==> config.mk <==
export PLATFORM = sky130hd
export DESIGN_NAME = div_period_meas
export DESIGN_NICKNAME = d
export VERILOG_FILES = /design/src/rtl/div_period_meas.sv
export SDC_FILE = /design/constraint.sdc
export NUM_CORES = 1
export LEC_CHECK = 0
export CAP_MARGIN = 20
export CORE_ASPECT_RATIO = 1.1
export CORE_MARGIN = 3
export CORE_UTILIZATION = 64
export DETAILED_ROUTE_END_ITERATION = 16
export DONT_BUFFER_PORTS = 1
export HOLD_SLACK_MARGIN = 0.02
export MAX_ROUTING_LAYER = met4
export PLACE_DENSITY = 0.85
export SYNTH_ARGS = -nofsm -noshare
export SYNTH_HDL_FRONTEND = slang
export SYNTH_SLANG_ARGS = --single-unit
==> constraint.sdc <==
create_clock -name clk -period 3.21 [get_ports clk]
set_input_delay 0.321 -clock clk [delete_from_list [all_inputs] [get_ports clk]]
set_output_delay 0.321 -clock clk [all_outputs]
set_load 0.01 [all_outputs]
==> src/rtl/div_period_meas.sv <==
// Measures the period, high phase and low phase of a divided clock in reference clk cycles.
// Optional define DIV_PERIOD_MEAS_SYNC_EN adds a 2-flop synchronizer on div_in for asynchronous sources.
module div_period_meas #(
    parameter int CNT_W     = 16,
    parameter int MIN_RATIO = 2
) (
    input  logic             clk,
    input  logic             rst,
    input  logic             div_in,
    input  logic             meas_en,
    output logic [CNT_W-1:0] ratio,
    output logic [CNT_W-1:0] hi_cnt,
    output logic [CNT_W-1:0] lo_cnt,
    output logic             valid,
    output logic             odd_duty,
    output logic             err
);

    typedef enum logic [1:0] {IDLE, SYNC, HIGH, LOW} state_t;

    // A working counter sitting here would reach all-ones on its next increment.
    localparam logic [CNT_W-1:0] TMO_LIM = {{(CNT_W-1){1'b1}}, 1'b0};

    state_t           state;
    logic             din;
    logic             d_q;
    logic             rise;
    logic             fall;
    logic [CNT_W-1:0] hi_w;
    logic [CNT_W-1:0] lo_w;
    logic [CNT_W-1:0] cap_ratio;

    function automatic logic [CNT_W-1:0] sat_add(input logic [CNT_W-1:0] a,
                                                  input logic [CNT_W-1:0] b);
        logic [CNT_W:0] sum;
        sum = {1'b0, a} + {1'b0, b};
        return sum[CNT_W] ? {CNT_W{1'b1}} : sum[CNT_W-1:0];
    endfunction

`ifdef DIV_PERIOD_MEAS_SYNC_EN
    logic sync_p0;
    logic sync_p1;

    // Synchronizer stages p0/p1 ahead of the edge-detect register.
    always_ff @(posedge clk or posedge rst) begin
        if (rst) begin
            sync_p0 <= 1'b0;
            sync_p1 <= 1'b0;
        end else begin
            sync_p0 <= div_in;
            sync_p1 <= sync_p0;
        end
    end

    assign din = sync_p1;
`else
    assign din = div_in;
`endif

    always_ff @(posedge clk or posedge rst) begin
        if (rst) begin
            d_q <= 1'b0;
        end else begin
            d_q <= din;
        end
    end

    assign rise      = din & ~d_q;
    assign fall      = ~din & d_q;
    assign cap_ratio = sat_add(hi_w, lo_w);

    always_ff @(posedge clk or posedge rst) begin
        if (rst) begin
            state    <= IDLE;
            hi_w     <= '0;
            lo_w     <= '0;
            ratio    <= '0;
            hi_cnt   <= '0;
            lo_cnt   <= '0;
            valid    <= 1'b0;
            odd_duty <= 1'b0;
            err      <= 1'b0;
        end else begin
            valid <= 1'b0;
            if (!meas_en) begin
                state <= IDLE;
                hi_w  <= '0;
                lo_w  <= '0;
                err   <= 1'b0;
            end else begin
                case (state)
                    IDLE: begin
                        hi_w  <= '0;
                        lo_w  <= '0;
                        state <= SYNC;
                    end
                    SYNC: begin
                        if (rise) begin
                            hi_w  <= CNT_W'(1);
                            lo_w  <= '0;
                            state <= HIGH;
                        end
                    end
                    HIGH: begin
                        if (fall) begin
                            lo_w  <= CNT_W'(1);
                            state <= LOW;
                        end else if (hi_w == TMO_LIM) begin
                            err   <= 1'b1;
                            hi_w  <= '0;
                            lo_w  <= '0;
                            state <= SYNC;
                        end else begin
                            hi_w <= hi_w + 1'b1;
                        end
                    end
                    LOW: begin
                        if (rise) begin
                            // Rising edge closes the period: publish and start the next one.
                            ratio    <= cap_ratio;
                            hi_cnt   <= hi_w;
                            lo_cnt   <= lo_w;
                            odd_duty <= (hi_w != lo_w);
                            valid    <= 1'b1;
                            if (cap_ratio < CNT_W'(MIN_RATIO)) begin
                                err <= 1'b1;
                            end
                            hi_w  <= CNT_W'(1);
                            lo_w  <= '0;
                            state <= HIGH;
                        end else if (lo_w == TMO_LIM) begin
                            err   <= 1'b1;
                            hi_w  <= '0;
                            lo_w  <= '0;
                            state <= SYNC;
                        end else begin
                            lo_w <= lo_w + 1'b1;
                        end
                    end
                    default: state <= IDLE;
                endcase
            end
        end
    end

endmodule
==> results.json, run 1 <==
{
  "routed_wl_microns": 11600,
  "area_growth_pct": 4.77,
  "drive_gt1_share_pct": 8.47,
  "regArea_sq_um": 2150,
  "min_period_over_period_pct": 88.5,
  "critPathKind": "register to register",
  "yosysSeqAreaShare_pct": 43.9,
  "drt-initial-drc-count": 254,
  "start_util_pct": 68.0,
  "dr_wl_met3_microns": 858,
  "yosysUniqueCellTypes": 66,
  "critPathBufInv": 0,
  "postRouteAntennaNets": 0,
  "start_kind": "register",
  "synth_area_leader_cell": "dfrtp_1",
  "fmax_mhz": 352,
  "crit_start": "hi_w[0]",
  "hold_viol": 0,
  "syn_area_per_cell_sq_um": 8.99,
  "synth_edf_count": 0,
  "hold_depth": 1,
  "max_slew.worst_pin.slew_ps": 901,
  "clockBufferDepth": 2,
  "syn-instance-count": 545,
  "p_per_area_nw_per_um2": 403,
  "drt_pre_antenna_iters": 7,
  "synth_top_area_share_pct": 43.9,
  "path_clk_slew_ps": 90,
  "cpPeakStageDelay_ps": 500,
  "gp_congestion": 1.07,
  "finalCriticalPeriod_ps": 2840,
  "htreeDepth": 3,
  "nNetsFinal": 563,
  "synth_commonest_cells": "nand2_1, dfrtp_1, nor2_1",
  "post_drt_wl_per_cell_microns": 18.5,
  "cts_setup_buffers": 0,
  "io_buffer_count": 0,
  "p_leak_nw": 2.36,
  "cts_made_buffers": 9,
  "overflow": 0,
  "finalSetupViolations": 0,
  "yosys-top-cells-area": "dfrtp_1, nand2_1, ha_1",
  "dr.max_layer_used": "met4",
  "cp_slowest_cell": "dfrtp_1",
  "grt_pass1_wl_microns": 19000,
  "cts_tree": "yes",
  "regToRegSetupSlack_ps": 370,
  "die_area_sq_um": 8740,
  "min_to": "state[0]",
  "die_w_microns": 89.4,
  "r2r-start": "hi_w[0]",
  "post-route-drc-count": 0,
  "top_level_ports": 55,
  "cts-root-buf": "clkbuf_8",
  "synth_most_common_cell": "nand2_1",
  "insertedDiodeCount": 0,
  "min_from": "meas_en",
  "antenna_found_initial": 0,
  "synth_area_sq_um": 4900,
  "crit_arrival_ps": 3110,
  "multi_input_area_sq_um": 2590,
  "m1WireLength_microns": 4930,
  "crit_fanout": 9,
  "tns_ps": 0,
  "path_cells": "ha_1 > fa_1 > a21o_1 > nand3_1 > a211oi_1 > or2_1 > a311oi_2 > nand4_1 > o41ai_2",
  "synth-seq-cells": 86,
  "clock_sinks": 86,
  "vias": 4075,
  "grt_setup_unrepaired": "false",
  "core_area_sq_um": 7210,
  "status": "completed",
  "fillCellCount": 531,
  "synth.net_count": 570,
  "viasPerCell": 6.49,
  "worst_setup_path_end_kind": "register",
  "ir_worst_vdd_v": 0.000278,
  "grt_max_degree": 56,
  "rows": 32,
  "synthFlopType": "dfrtp_1",
  "async_reset_ff_share_pct": 100,
  "slew_headroom_pct": 39.7,
  "hpwl_microns": 8200,
  "finalClockSkew_ps": 10.1,
  "grt_usage_pct": 28.6,
  "die_h_microns": 97.8,
  "drv_cap": 0,
  "rr_endpoint": "err",
  "route.met2.wl_microns": 5520,
  "clk_latency_ps": 370,
  "critPathTopFamily": "compound AO/OA/AOI/OAI gates",
  "report.final.slew_viol_count": 0,
  "worst_r2r_path_depth": 9,
  "hp-class": "input port to register",
  "yosys_warnings": 0,
  "required_ps": 3480,
  "utilization_pct": 71.3,
  "grt_pass1_vias": 3931
}
==> layer usage <==
layer,vias to the layer above,GRT usage (%)
li1,1912,-
met1,1943,37.1
met2,187,44.6
met3,33,5.32
met4,0,10.2
met5,-,-
==> power by group <==
group | total (mW) | internal [mW] | switching (mW)
registers | 1.18 | 1.12 | 0.0545
clock network | 0.783 | 0.362 | 0.421
logic | 0.108 | 0.0367 | 0.0710
total | 2.07 | 1.52 | 0.546
==> per-stage QoR <==
stage	hold slack [ps]	power (mW)	setup slack (ps)	instance area, sq um	std cells
detailed placement	353	1.31	410	4920	610
global route	106	2.14	207	5130	628
floorplan	352	1.27	667	4900	545
CTS	111	2.07	412	5130	628
finish	108	2.07	370	5130	628
global placement	353	1.30	534	4920	610
==> sequential cells by signal, summed over array words and instances, names as in the netlist <==
signal,cells
err,1
ratio,16
hi_cnt,16
lo_w,16
hi_w,16
d_q,1
valid,1
state,2
odd_duty,1
lo_cnt,16
==> logic make-up after synthesis <==
group	after synthesis	share of synthesized area [%]
buffers and inverters	35	3.29
XOR/XNOR	23	4.11
AO/OA/AOI/OAI	114	15.9
flip-flops	86	43.9
adder cells (fa/ha/maj)	21	5.51
multiplexers	3	0.613
AND/OR/NAND/NOR	263	26.7
==> layout make-up <==
cell class | count | area share [%]
repair buffers | 6 | 0.975
well taps | 85 | 2.07
clock inverters | 7 | 1.41
inverters | 11 | 0.828
clock buffers | 9 | 2.41
flip-flops and latches | 86 | 41.9
multi-input cells | 424 | 50.4
==> placed cells by master, fill, tap and decap left out, types with 11 or more instances in the layout <==
cell type and instances:
nor4_1 11, o21ai_1 13, a31oi_1 15, dfrtp_1 86
ha_1 20, o21ai_0 20, xnor2_1 20, nor2_1 52
nand3_1 17, a21oi_1 25, nand2_1 111
==> worst max-delay path by stage <==
stage | endpoint | cells past startpoint
global placement | err | 9
floorplan | d_q | 1
CTS | err | 9
detailed placement | err | 9
global route | ratio[8] | 9
finish | err | 9
==> what timing repair did <==
item	CTS	global route
hold buffers	2	0
gates resized for setup	0	0
endpoints found under the setup margin	0	0
endpoints found under the hold margin	45	0
Note: power is estimated with default switching activity, not from simulation.
==> inputs of run 2 (changes only) <==
==> constraint.sdc (replaced) <==
create_clock -name clk -period 3.21 [get_ports clk]
set_input_delay 0.642 -clock clk [delete_from_list [all_inputs] [get_ports clk]]
set_output_delay 0.642 -clock clk [all_outputs]
set_load 0.01 [all_outputs]
==> run 2 against run 1 <==
  * Clock power shrank 2%
  * Clock skew grew 5.0 ps
  * Final cell count shrank 0.16%
  * Register-to-register slack is essentially flat
  * Count of clock-buffer cells in the layout is the same
  * Global-route usage shrank 0.28 points
  * Non-clock buffer count shrank 1
  * Critical path type unchanged
  * Critical endpoint unchanged
  * Largest cell class unchanged
  * Highest routed layer unchanged
==> results.json, run 2 (same netlist as run 1, synthesis figures left out) <==
{
  "status": "completed",
  "cts_made_buffers": 9,
  "ir_worst_vdd_v": 0.000343,
  "critPathTopFamily": "compound AO/OA/AOI/OAI gates",
  "placed_cell_area_sq_um": 4940,
  "viasPerCell": 6.29,
  "final_cell_mix": "nand2_1, dfrtp_1, nor2_1",
  "p_total_mw": 2.06,
  "regToRegSetupSlack_ps": 370,
  "finalClockSkew_ps": 15.1,
  "final_cell_area_sq_um": 5130,
  "worst_setup_path_end_kind": "register",
  "cts.hold.buffers_added": 0,
  "finalCriticalPeriod_ps": 2840,
  "nNetsFinal": 562,
  "io_buffer_count": 0,
  "drt-initial-drc-count": 238,
  "cts.repair.resized": 0,
  "grt_max_degree": 58,
  "fillCellCount": 544,
  "p_leak_nw": 2.37,
  "slew_headroom_pct": 40.1,
  "grt_pass1_wl_microns": 18900,
  "antenna_found_initial": 0,
  "cts_setup_buffers": 0,
  "setup.worst_path.end": "err",
  "path_clk_slew_ps": 90,
  "required_ps": 3480,
  "clockBufferDepth": 2,
  "min_period_over_period_pct": 88.5,
  "clk_latency_ps": 370,
  "crit_fanout": 9,
  "core_area_sq_um": 7210,
  "critPathKind": "register to register",
  "postRouteAntennaNets": 0,
  "max_slew.worst_pin.slew_ps": 896,
  "insertedDiodeCount": 0,
  "grt_setup_unrepaired": "false",
  "drt_pre_antenna_iters": 5,
  "rr_endpoint": "err",
  "hpwl_microns": 8280,
  "gp_congestion": 1.02,
  "cts_tree": "yes",
  "grt_pass1_vias": 3805,
  "overflow": 0,
  "tns_ps": 0,
  "hold_viol": 0,
  "grt_usage_pct": 28.3,
  "path_cells": "ha_1 > fa_1 > a21o_1 > nand3_1 > a211oi_1 > or2_1 > a311oi_2 > nand4_1 > o41ai_2",
  "htreeDepth": 3,
  "area_growth_pct": 4.75,
  "post-route-drc-count": 0,
  "die_area_sq_um": 8740,
  "clock_sinks": 86,
  "cp.depth": 9,
  "post_drt_wl_per_cell_microns": 18.1,
  "r2r-start": "hi_w[0]",
  "final_common_cell": "nand2_1",
  "die_w_microns": 89.4,
  "worst_r2r_path_depth": 9,
  "finalSetupViolations": 0,
  "cp_slowest_cell": "dfrtp_1",
  "drive_gt1_share_pct": 8.67,
  "routed_wl_microns": 11400,
  "p_per_area_nw_per_um2": 400,
  "start_util_pct": 68.0,
  "vias": 3943,
  "cpPeakStageDelay_ps": 500,
  "fmax_mhz": 352,
  "drv_cap": 0,
  "hp-class": "input port to async pin",
  "top_level_ports": 55,
  "cts-root-buf": "clkbuf_8",
  "crit_arrival_ps": 3110,
  "crit_start": "hi_w[0]",
  "report.final.slew_viol_count": 0,
  "rows": 32,
  "start_kind": "register",
  "critPathBufInv": 0,
  "die_h_microns": 97.8
}
[run 2: worst reg2reg max path: stages, from the launching register on]
cell	delay [ps]
dfrtp_1	500
ha_1	300
fa_1	410
a21o_1	240
nand3_1	130
a211oi_1	130
or2_1	300
a311oi_2	290
nand4_1	160
o41ai_2	290
[run 2: worst min path at each step]
stage                       to  slack, ps  cells past startpoint
CTS                   ratio[8]        190                      1
detailed placement  lo_cnt[12]        530                      2
finish               ratio[15]        160                      1
global route         ratio[15]        200                      1
floorplan            hi_cnt[5]        490                      2
global placement    hi_cnt[12]        530                      2
[run 2: area by class of cell]
cell class | count | area [sq um] | area share [%]
clock buffer | 9 | 124 | 2.41
timing repair buffer | 5 | 50.0 | 0.975
inverter | 11 | 42.5 | 0.829
tap | 85 | 106 | 2.07
clock inverter | 7 | 71.3 | 1.39
multi-input combinational | 424 | 2590 | 50.4
sequential | 86 | 2150 | 41.9
[run 2: layer usage]
metal / track usage, % / share of wire (%) / up-vias
li1: - / - / 1912
met1: 37.5 / 43 / 1857
met2: 43.2 / 48 / 151
met3: 6.92 / 6.4 / 23
met4: 8.25 / 2.0 / 0
met5: - / 0 / -
[run 2: through the flow]
stage	utilization (%)	setup WS, ps	cells	hold slack, ps
after floorplan	-	346	545	494
after global placement	68.5	533	611	532
after detailed placement	68.5	410	611	534
after CTS	71.2	401	627	187
after global routing	71.2	202	627	203
final	71.2	371	627	164
[run 2: power by group]
group | total (mW) | switching, mW | internal (mW)
Sequential | 1.18 | 0.0546 | 1.12
Clock | 0.770 | 0.408 | 0.362
Combinational | 0.108 | 0.0718 | 0.0360
Total | 2.06 | 0.535 | 1.52
==> inputs of run 3 (changes only) <==
- TNS_END_PERCENT: default -> 10
==> results of run 3 <==
No change in the layout: final DEF, timing and power equal those of run 2.
